`src/rtl/pg_port_rst_sequencer.sv`:
```
// pg_port_rst_sequencer: per-port soft-reset controller for the port gasket.
// Each port has its own sequence RUN -> DRAIN -> ASSERT -> WAIT_REL -> RUN.
// A request first lets the TX A and TX B packets in flight finish. The port is
// then held in reset for HOLD_CYCLES cycles, and it is released once the
// request drops.
// Optional feature: define PG_RST_DRAIN_TIMEOUT_EN to force the reset after
// DRAIN_TIMEOUT drain cycles and flag it on drain_err.
// Ports:
//   clk, rst_n        clock; synchronous active-low global reset
//   rst_req           per-port soft-reset request (level)
//   tx_{a,b}_tvalid   per-port AFU->FIM stream handshake and tlast
//   tx_{a,b}_tready
//   tx_{a,b}_tlast
//   tx_block          1 = integrator blocks the port's TX streams
//   port_rst_n        active-low port reset
//   rst_ack           1 = port in reset, waiting for the request to drop
//   drain_err         sticky: drain timed out and the reset cut a packet
module pg_port_rst_sequencer #(
  parameter int unsigned NUM_PORTS     = 1,
  parameter int unsigned HOLD_CYCLES   = 16,
  parameter int unsigned DRAIN_TIMEOUT = 4096
) (
  input  logic                 clk,
  input  logic                 rst_n,
  input  logic [NUM_PORTS-1:0] rst_req,
  input  logic [NUM_PORTS-1:0] tx_a_tvalid,
  input  logic [NUM_PORTS-1:0] tx_a_tready,
  input  logic [NUM_PORTS-1:0] tx_a_tlast,
  input  logic [NUM_PORTS-1:0] tx_b_tvalid,
  input  logic [NUM_PORTS-1:0] tx_b_tready,
  input  logic [NUM_PORTS-1:0] tx_b_tlast,
  output logic [NUM_PORTS-1:0] tx_block,
  output logic [NUM_PORTS-1:0] port_rst_n,
  output logic [NUM_PORTS-1:0] rst_ack,
  output logic [NUM_PORTS-1:0] drain_err
);

  localparam int unsigned HOLD_W = (HOLD_CYCLES > 1) ? $clog2(HOLD_CYCLES) : 1;
  localparam logic [HOLD_W-1:0] HOLD_LOAD = HOLD_W'(HOLD_CYCLES - 1);
`ifdef PG_RST_DRAIN_TIMEOUT_EN
  localparam int unsigned DRAIN_W = (DRAIN_TIMEOUT > 1) ? $clog2(DRAIN_TIMEOUT) : 1;
  localparam logic [DRAIN_W-1:0] DRAIN_LAST = DRAIN_W'(DRAIN_TIMEOUT - 1);
`endif

  typedef enum logic [1:0] {
    ST_RUN      = 2'd0,
    ST_DRAIN    = 2'd1,
    ST_ASSERT   = 2'd2,
    ST_WAIT_REL = 2'd3
  } state_t;

  for (genvar p = 0; p < NUM_PORTS; p++) begin : g_port
    state_t            state_q, state_d;
    logic [HOLD_W-1:0] hold_q, hold_d;
    logic              a_pkt_q, a_pkt_d, b_pkt_q, b_pkt_d;
    logic              a_trk, b_trk;
    logic              rstn_q, rstn_d, blk_q, blk_d, ack_q, ack_d;
    logic              timeout_hit;

    // Next state, hold counter, packet tracking and next output values
    always_comb begin
      state_d = state_q;
      hold_d  = hold_q;
      // In-packet flags as they will stand after this cycle's accepted beats
      a_trk = (tx_a_tvalid[p] & tx_a_tready[p]) ? ~tx_a_tlast[p] : a_pkt_q;
      b_trk = (tx_b_tvalid[p] & tx_b_tready[p]) ? ~tx_b_tlast[p] : b_pkt_q;
      case (state_q)
        ST_RUN:      if (rst_req[p]) state_d = ST_DRAIN;
        // The request is latched here, so rst_req is not looked at
        ST_DRAIN:    if (!(a_pkt_q | b_pkt_q) || timeout_hit) state_d = ST_ASSERT;
        ST_ASSERT: begin
          if (hold_q == '0) state_d = ST_WAIT_REL;
          else              hold_d  = hold_q - HOLD_W'(1);
        end
        ST_WAIT_REL: if (!rst_req[p]) state_d = ST_RUN;
        default:     state_d = ST_ASSERT;
      endcase
      if ((state_d == ST_ASSERT) && (state_q != ST_ASSERT)) hold_d = HOLD_LOAD;
      // Reset discards any packet still open
      a_pkt_d = (state_d == ST_ASSERT) ? 1'b0 : a_trk;
      b_pkt_d = (state_d == ST_ASSERT) ? 1'b0 : b_trk;
      rstn_d  = (state_d == ST_RUN) || (state_d == ST_DRAIN);
      ack_d   = (state_d == ST_WAIT_REL);
      // While draining, keep the port open until both packets have closed
      blk_d   = (state_d != ST_RUN) && !((state_d == ST_DRAIN) && (a_pkt_d | b_pkt_d));
    end

    // State and registered outputs; global reset enters the hold phase
    always_ff @(posedge clk) begin
      if (!rst_n) begin
        state_q <= ST_ASSERT;
        hold_q  <= HOLD_LOAD;
        a_pkt_q <= 1'b0;
        b_pkt_q <= 1'b0;
        rstn_q  <= 1'b0;
        blk_q   <= 1'b1;
        ack_q   <= 1'b0;
      end else begin
        state_q <= state_d;
        hold_q  <= hold_d;
        a_pkt_q <= a_pkt_d;
        b_pkt_q <= b_pkt_d;
        rstn_q  <= rstn_d;
        blk_q   <= blk_d;
        ack_q   <= ack_d;
      end
    end

    assign port_rst_n[p] = rstn_q;
    assign tx_block[p]   = blk_q;
    assign rst_ack[p]    = ack_q;

`ifdef PG_RST_DRAIN_TIMEOUT_EN
    logic [DRAIN_W-1:0] drn_q, drn_d;
    logic               err_q, err_d;

    assign timeout_hit = (drn_q == DRAIN_LAST);

    // Drain age counter and sticky error; both restart on a new request
    always_comb begin
      drn_d = drn_q;
      err_d = err_q;
      if ((state_q == ST_RUN) && (state_d == ST_DRAIN)) begin
        drn_d = '0;
        err_d = 1'b0;
      end else if (state_q == ST_DRAIN) begin
        if (timeout_hit && (a_pkt_q | b_pkt_q)) err_d = 1'b1;
        else if (!timeout_hit)                  drn_d = drn_q + DRAIN_W'(1);
      end
    end

    always_ff @(posedge clk) begin
      if (!rst_n) begin
        drn_q <= '0;
        err_q <= 1'b0;
      end else begin
        drn_q <= drn_d;
        err_q <= err_d;
      end
    end

    assign drain_err[p] = err_q;
`else
    // Without the timeout, drain waits indefinitely and the error never sets
    assign timeout_hit  = 1'b0;
    assign drain_err[p] = 1'b0 & (DRAIN_TIMEOUT == 0);
`endif
  end

endmodule

```
`config.mk`:
```
export PLATFORM = sky130hd
export DESIGN_NAME = pg_port_rst_sequencer
export DESIGN_NICKNAME = d
export VERILOG_FILES = /design/src/rtl/pg_port_rst_sequencer.sv
export SDC_FILE = /design/constraint.sdc
export NUM_CORES = 1
export LEC_CHECK = 0
export CORE_AREA = 2 2 39 41
export CTS_BUF_LIST = sky130_fd_sc_hd__clkbuf_8
export DETAILED_ROUTE_END_ITERATION = 10
export DIE_AREA = 0 0 41 43
export GPL_TIMING_DRIVEN = 1
export PLACE_DENSITY = 0.63
export SYNTH_ARGS = -nofsm -noshare
export SYNTH_HDL_FRONTEND = slang
export SYNTH_SLANG_ARGS = --single-unit
```
`constraint.sdc`:
```
create_clock -name clk -period 1.25 [get_ports clk]
set_input_delay 0.3125 -clock clk [delete_from_list [all_inputs] [get_ports clk]]
set_output_delay 0.3125 -clock clk [all_outputs]
set_load 0.05 [all_outputs]
```
== Yosys cells after proc, flatten, opt, wreduce, memory -nomap -nowiden ==
Index checks and enable logic that the tools add are counted.
Widths: inputs -> output; s select.

* Register bits after elaboration: 11
* Output and inout bits: 4

* Add/subtract/negate cells: 1
* Equal/unequal tests: 7
* Muxes and demuxes: 9
* Bitwise gates (word level): 8
* Reductions and logical operators: 11

{| class="wikitable"
|+ Operators by type and width
! cell !! count
|-
| $eq 2x2->1 const B || 4
|-
| $mux 2 || 4
|-
| $pmux 2 s4 || 1
|-
| $eq 2x1->1 const B || 2
|-
| $logic_not 2->1 || 2
|-
| $logic_not 4->1 || 1
|-
| $mux 1 || 4
|-
| $not 1->1 || 4
|-
| $sub 4x1->4 const B || 1
|-
| $logic_and 1x1->1 || 3
|-
| $and 1x1->1 || 2
|-
| $ne 2x2->1 const B || 1
|-
| $or 1x1->1 || 2
|-
| $reduce_and 2->1 || 1
|-
| $reduce_bool 2->1 || 1
|-
| $reduce_or 2->1 || 1
|-
| $logic_not 1->1 || 1
|-
| $logic_or 1x1->1 || 1
|}

== Depth between registers and ports, before layout ==
* Depth after elaboration: 9
* Depth in mapped cells: 5
* Gate-level depth less buffers: 5

== Worst setup path after synthesis ==
OpenSTA, ideal clock, no wires.

* Path kind: register to register
* Start: register g_port[0].hold_q[0]
* End: register g_port[0].hold_q[3]
* Setup time: 0.062 ns
* Arrival time: 1.265 ns
* Data required time: 1.188 ns
* Path slack: -0.077 ns
* Cell stages (with the launch flop): 6
* Path buffers: 0
* Cells stage by stage: dfxtp_1 -> inv_1 -> ha_1 -> nor3b_1 -> or4_1 -> nand3_1

* Cells in the longest elaborated chain, start to end: 6

{| class="wikitable"
|+ Ends and longest elaborated chain
! element !! RTL line !! source
|-
| start: declaration || 54 || <nowiki>logic [HOLD_W-1:0] hold_q, hold_d;</nowiki>
|-
| start signal: assignment || 100 || <nowiki>hold_q <= hold_d;</nowiki>
|-
| $logic_not 4->1 || 72 || <nowiki>if (hold_q == '0) state_d = ST_WAIT_REL;</nowiki>
|-
| $mux 2 || 72 ||
|-
| $pmux 2 s4 || 67 || <nowiki>case (state_q)</nowiki>
|-
| $eq 2x2->1 || 78 || <nowiki>if ((state_d == ST_ASSERT) && (state_q != ST_ASSERT)) hold_d = HOLD_LOAD;</nowiki>
|-
| $logic_and 1x1->1 || 78 ||
|-
| $reduce_or 2->1 (no line) || -- ||
|}

Several ways; a longest one is shown, not always the timed one.
A chain may end at the register's enable or synchronous reset.

== Final worst setup path ==
* Start: register g_port[0].hold_q[0]
* End: register g_port[0].hold_q[1]

Same word-level chain as after synthesis.

==> flow_summary.toml <==
[route]
drcViolationCount = 0
first_pass_iters = 3
via_per_inst = 5.20
vias = 515
wirelength_um = 1240
antenna_left = 0
avgRoutedWirePerCell_um = 12.6
drt-initial-drc-count = 5

[cells_and_area]
antenna_cells = 0
multi_input_area_um2 = 309
drive_gt1_frac = 0.446
fin_nets = 94
synthToLayoutAreaGrowth_pct = 74.2
fin_util = 0.616
seq_area_um2 = 229
fillers = 128

[worst_setup_path]
r2r_end = "g_port[0].hold_q[1]$_SDFFE_PP1P_"
worst_setup_path_start_kind = "flop"
reg2reg_depth = 5
crit_arrival_ps = 1400
reg2reg_slack_ps = -40
crit_start = "g_port[0].hold_q[0]$_SDFFE_PP1P_"
worstSetupEndpointType = "flop"
r2r-start = "g_port[0].hold_q[0]$_SDFFE_PP1P_"
required_ps = 1360
worstSetupPathType = "flop to flop"
cp-endpoint = "g_port[0].hold_q[1]$_SDFFE_PP1P_"
cp_max_fo = 3

[synth]
syn-num-nets = 67
yosys.cell_types.count = 26
ys_seq_area_frac = 0.450
yosysMostFrequentCell = "dfxtp_1"
synth_area_leaders = "dfxtp_1, nand3_1, inv_1"
syn_area_per_cell_um2 = 8.58
synthArstFlopShare = 0
synth.cell_area_um2 = 489
syn_inst = 57
synth_warnings = 0
synth_top_area_frac = 0.450
synthTopCellsByCount = "dfxtp_1, inv_1, nand3_1"
synth_top_area_cell = "dfxtp_1"
synth_seq_cells = 11
synth_ff_type = "dfxtp_1"
synth_edf_count = 0

[pwr]
pwr-share-seq = 0.441
power_density_mw_per_mm2 = 1010
p_comb_frac = 0.164
internal_power_w = 0.000665
p_leak_nw = 0.357
power_w = 0.000865
p_sw_frac = 0.231
ir_drop_mv = 0.582
switchingPower_w = 0.000200
p_clk_frac = 0.396

[clocking]
holdBufCountCts = 0
worstSkewPairLatency_ps = 240
htreeDepth = 1
clk_pin_slew_ps = 50
cts_root_buffer = "clkbuf_8"
cts_tree = "done"
clockBufferDepth = 2
cts_sinks = 11
cts_buffers = 3

[timing]
maxSlewViolCount = 0
hold_viol = 0
clock.fmax_ghz = 0.777
fin_skew_ps = 1.75
tns_ps = -81.5
timing.final.crit_share = 1.03
worst_slack_ps = -37.5
period_minus_slack_ps = 1290
rsz0062_at_grt = "true"
finalSetupViolCount = 3

[placement]
globalplace.congestion = 0.730
numPortBuffers = 11
hpwl_um = 888

[global_routing]
grt_pass1_vias = 480
grt_first_pass_wirelength_um = 1790
grt_start_max_net_pins = 7
globalRoute.totalOverflow = 0
antenna_found_initial = 0
track_usage = 0.152

[hold_path]
hold_class = "flop to flop"

[flow_run]
drv_cap = 0

[floorplanning]
die_w_um = 41
core.rowCount = 14
dieArea_mm2 = 0.00176
design.portCount = 13
start_util = 0.354
coreArea_mm2 = 0.00138
chipHeight_um = 43

[run_status]
outcome = "finished with violations"
violations = "negative setup slack"
-- cell families after synthesis --
kind of cell | after synthesis | synth area share
simple gates | 28 | 0.343
flops | 11 | 0.450
compound gates | 10 | 0.120
buf+inv | 6 | 0.0537
fa+ha+maj | 1 | 0.0256
other cells | 1 | 0.00767
-- routing by layer --
layer,GRT usage,vias up,wire length (um)
met1,0.159,238,497
met5,0,-,0
met3,0.0366,4,48
met4,0.100,0,25
met2,0.250,13,672
li1,-,260,-
-- layout make-up --
| class | count | area share |
|---|---|---|
| Clock buffer | 3 | 0.0485 |
| Clock inverter | 1 | 0.00441 |
| Timing Repair Buffer | 23 | 0.270 |
| Sequential cell | 11 | 0.269 |
| Inverter | 5 | 0.0220 |
| Multi-Input combinational cell | 40 | 0.363 |
| Tap cell | 16 | 0.0235 |
-- cells in the final DEF (no fill, tap or decap), drive strengths merged --
| master | netlist | routed |
|---|---|---|
| nor3 | 3 | 3 |
| o31ai | 1 | 1 |
| nand2 | 2 | 2 |
| conb | 1 | 1 |
| ha | 1 | 1 |
| o211ai | 1 | 1 |
| or3 | 3 | 3 |
| inv | 5 | 6 |
| clkdlybuf4s50 | 0 | 8 |
| o22ai | 1 | 1 |
| nand3 | 5 | 5 |
| nand3b | 1 | 1 |
| a211oi | 1 | 1 |
| and3 | 2 | 2 |
| nor2 | 2 | 2 |
| buf | 1 | 15 |
| nand2b | 2 | 2 |
| nor3b | 1 | 1 |
| or4b | 1 | 1 |
| nor2b | 1 | 1 |
| clkbuf | 0 | 3 |
| nor4b | 1 | 1 |
| or4 | 1 | 1 |
| o21ai | 3 | 3 |
| dfxtp | 11 | 11 |
| nor4 | 2 | 2 |
| a21oi | 3 | 3 |
| or3b | 1 | 1 |
-- sequential cells by signal, summed over array words and instances, names as in the netlist --
| name | cells |
|---|---|
| g_port.hold_q | 4 |
| g_port.state_q | 2 |
| g_port.a_pkt_q | 1 |
| g_port.b_pkt_q | 1 |
| port_rst_n | 1 |
| rst_ack | 1 |
| tx_block | 1 |
-- worst min-delay path by stage --
stage	from	end	slack [ps]	cells after the start
floorplan	g_port[0].hold_q[0]$_SDFFE_PP1P_	g_port[0].hold_q[0]$_SDFFE_PP1P_	470	2
global placement	g_port[0].hold_q[0]$_SDFFE_PP1P_	g_port[0].hold_q[0]$_SDFFE_PP1P_	490	2
detailed placement	g_port[0].hold_q[0]$_SDFFE_PP1P_	g_port[0].hold_q[0]$_SDFFE_PP1P_	500	2
CTS	g_port[0].hold_q[0]$_SDFFE_PP1P_	g_port[0].hold_q[0]$_SDFFE_PP1P_	510	2
global route	g_port[0].hold_q[0]$_SDFFE_PP1P_	g_port[0].hold_q[0]$_SDFFE_PP1P_	550	2
finish	g_port[0].hold_q[0]$_SDFFE_PP1P_	g_port[0].hold_q[0]$_SDFFE_PP1P_	530	2
-- through the flow --
step                setup slack [ps]  hold slack, ps  instance area [um^2]  std cells
floorplan                      -2.53             472                   508         57
global placement                -215             493                   743         94
detailed placement              -256             498                   743         94
CTS                            -47.5             513                   806         98
global route                   -87.7             551                   852         99
finish                         -37.5             526                   852         99
-- what timing repair did --
| item | 4_1_cts | 5_1_grt |
|---|---|---|
| pin swaps | 4 | 3 |
| setup buffers | 0 | 1 |
| endpoints found under the setup margin | 6 | 8 |
| gates resized for setup | 6 | 10 |
-- power groups by stage --
stage | sequential (W) | clock, W | combinational [W]
floorplan | 0.000385 | 0 | 0.0000611
finish | 0.000381 | 0.000342 | 0.000142
global route | 0.000384 | 0.000364 | 0.000154
global placement | 0.000385 | 0 | 0.000121
detailed placement | 0.000385 | 0 | 0.000123
CTS | 0.000380 | 0.000354 | 0.000133
-- worst max-delay path: stages (launching register included) --
cell	delay, ps
dfxtp_2	350
inv_2	60
ha_4	160
or3b_4	230
a21oi_2	50
or3_1	330
(Power assumes the default switching activity.)
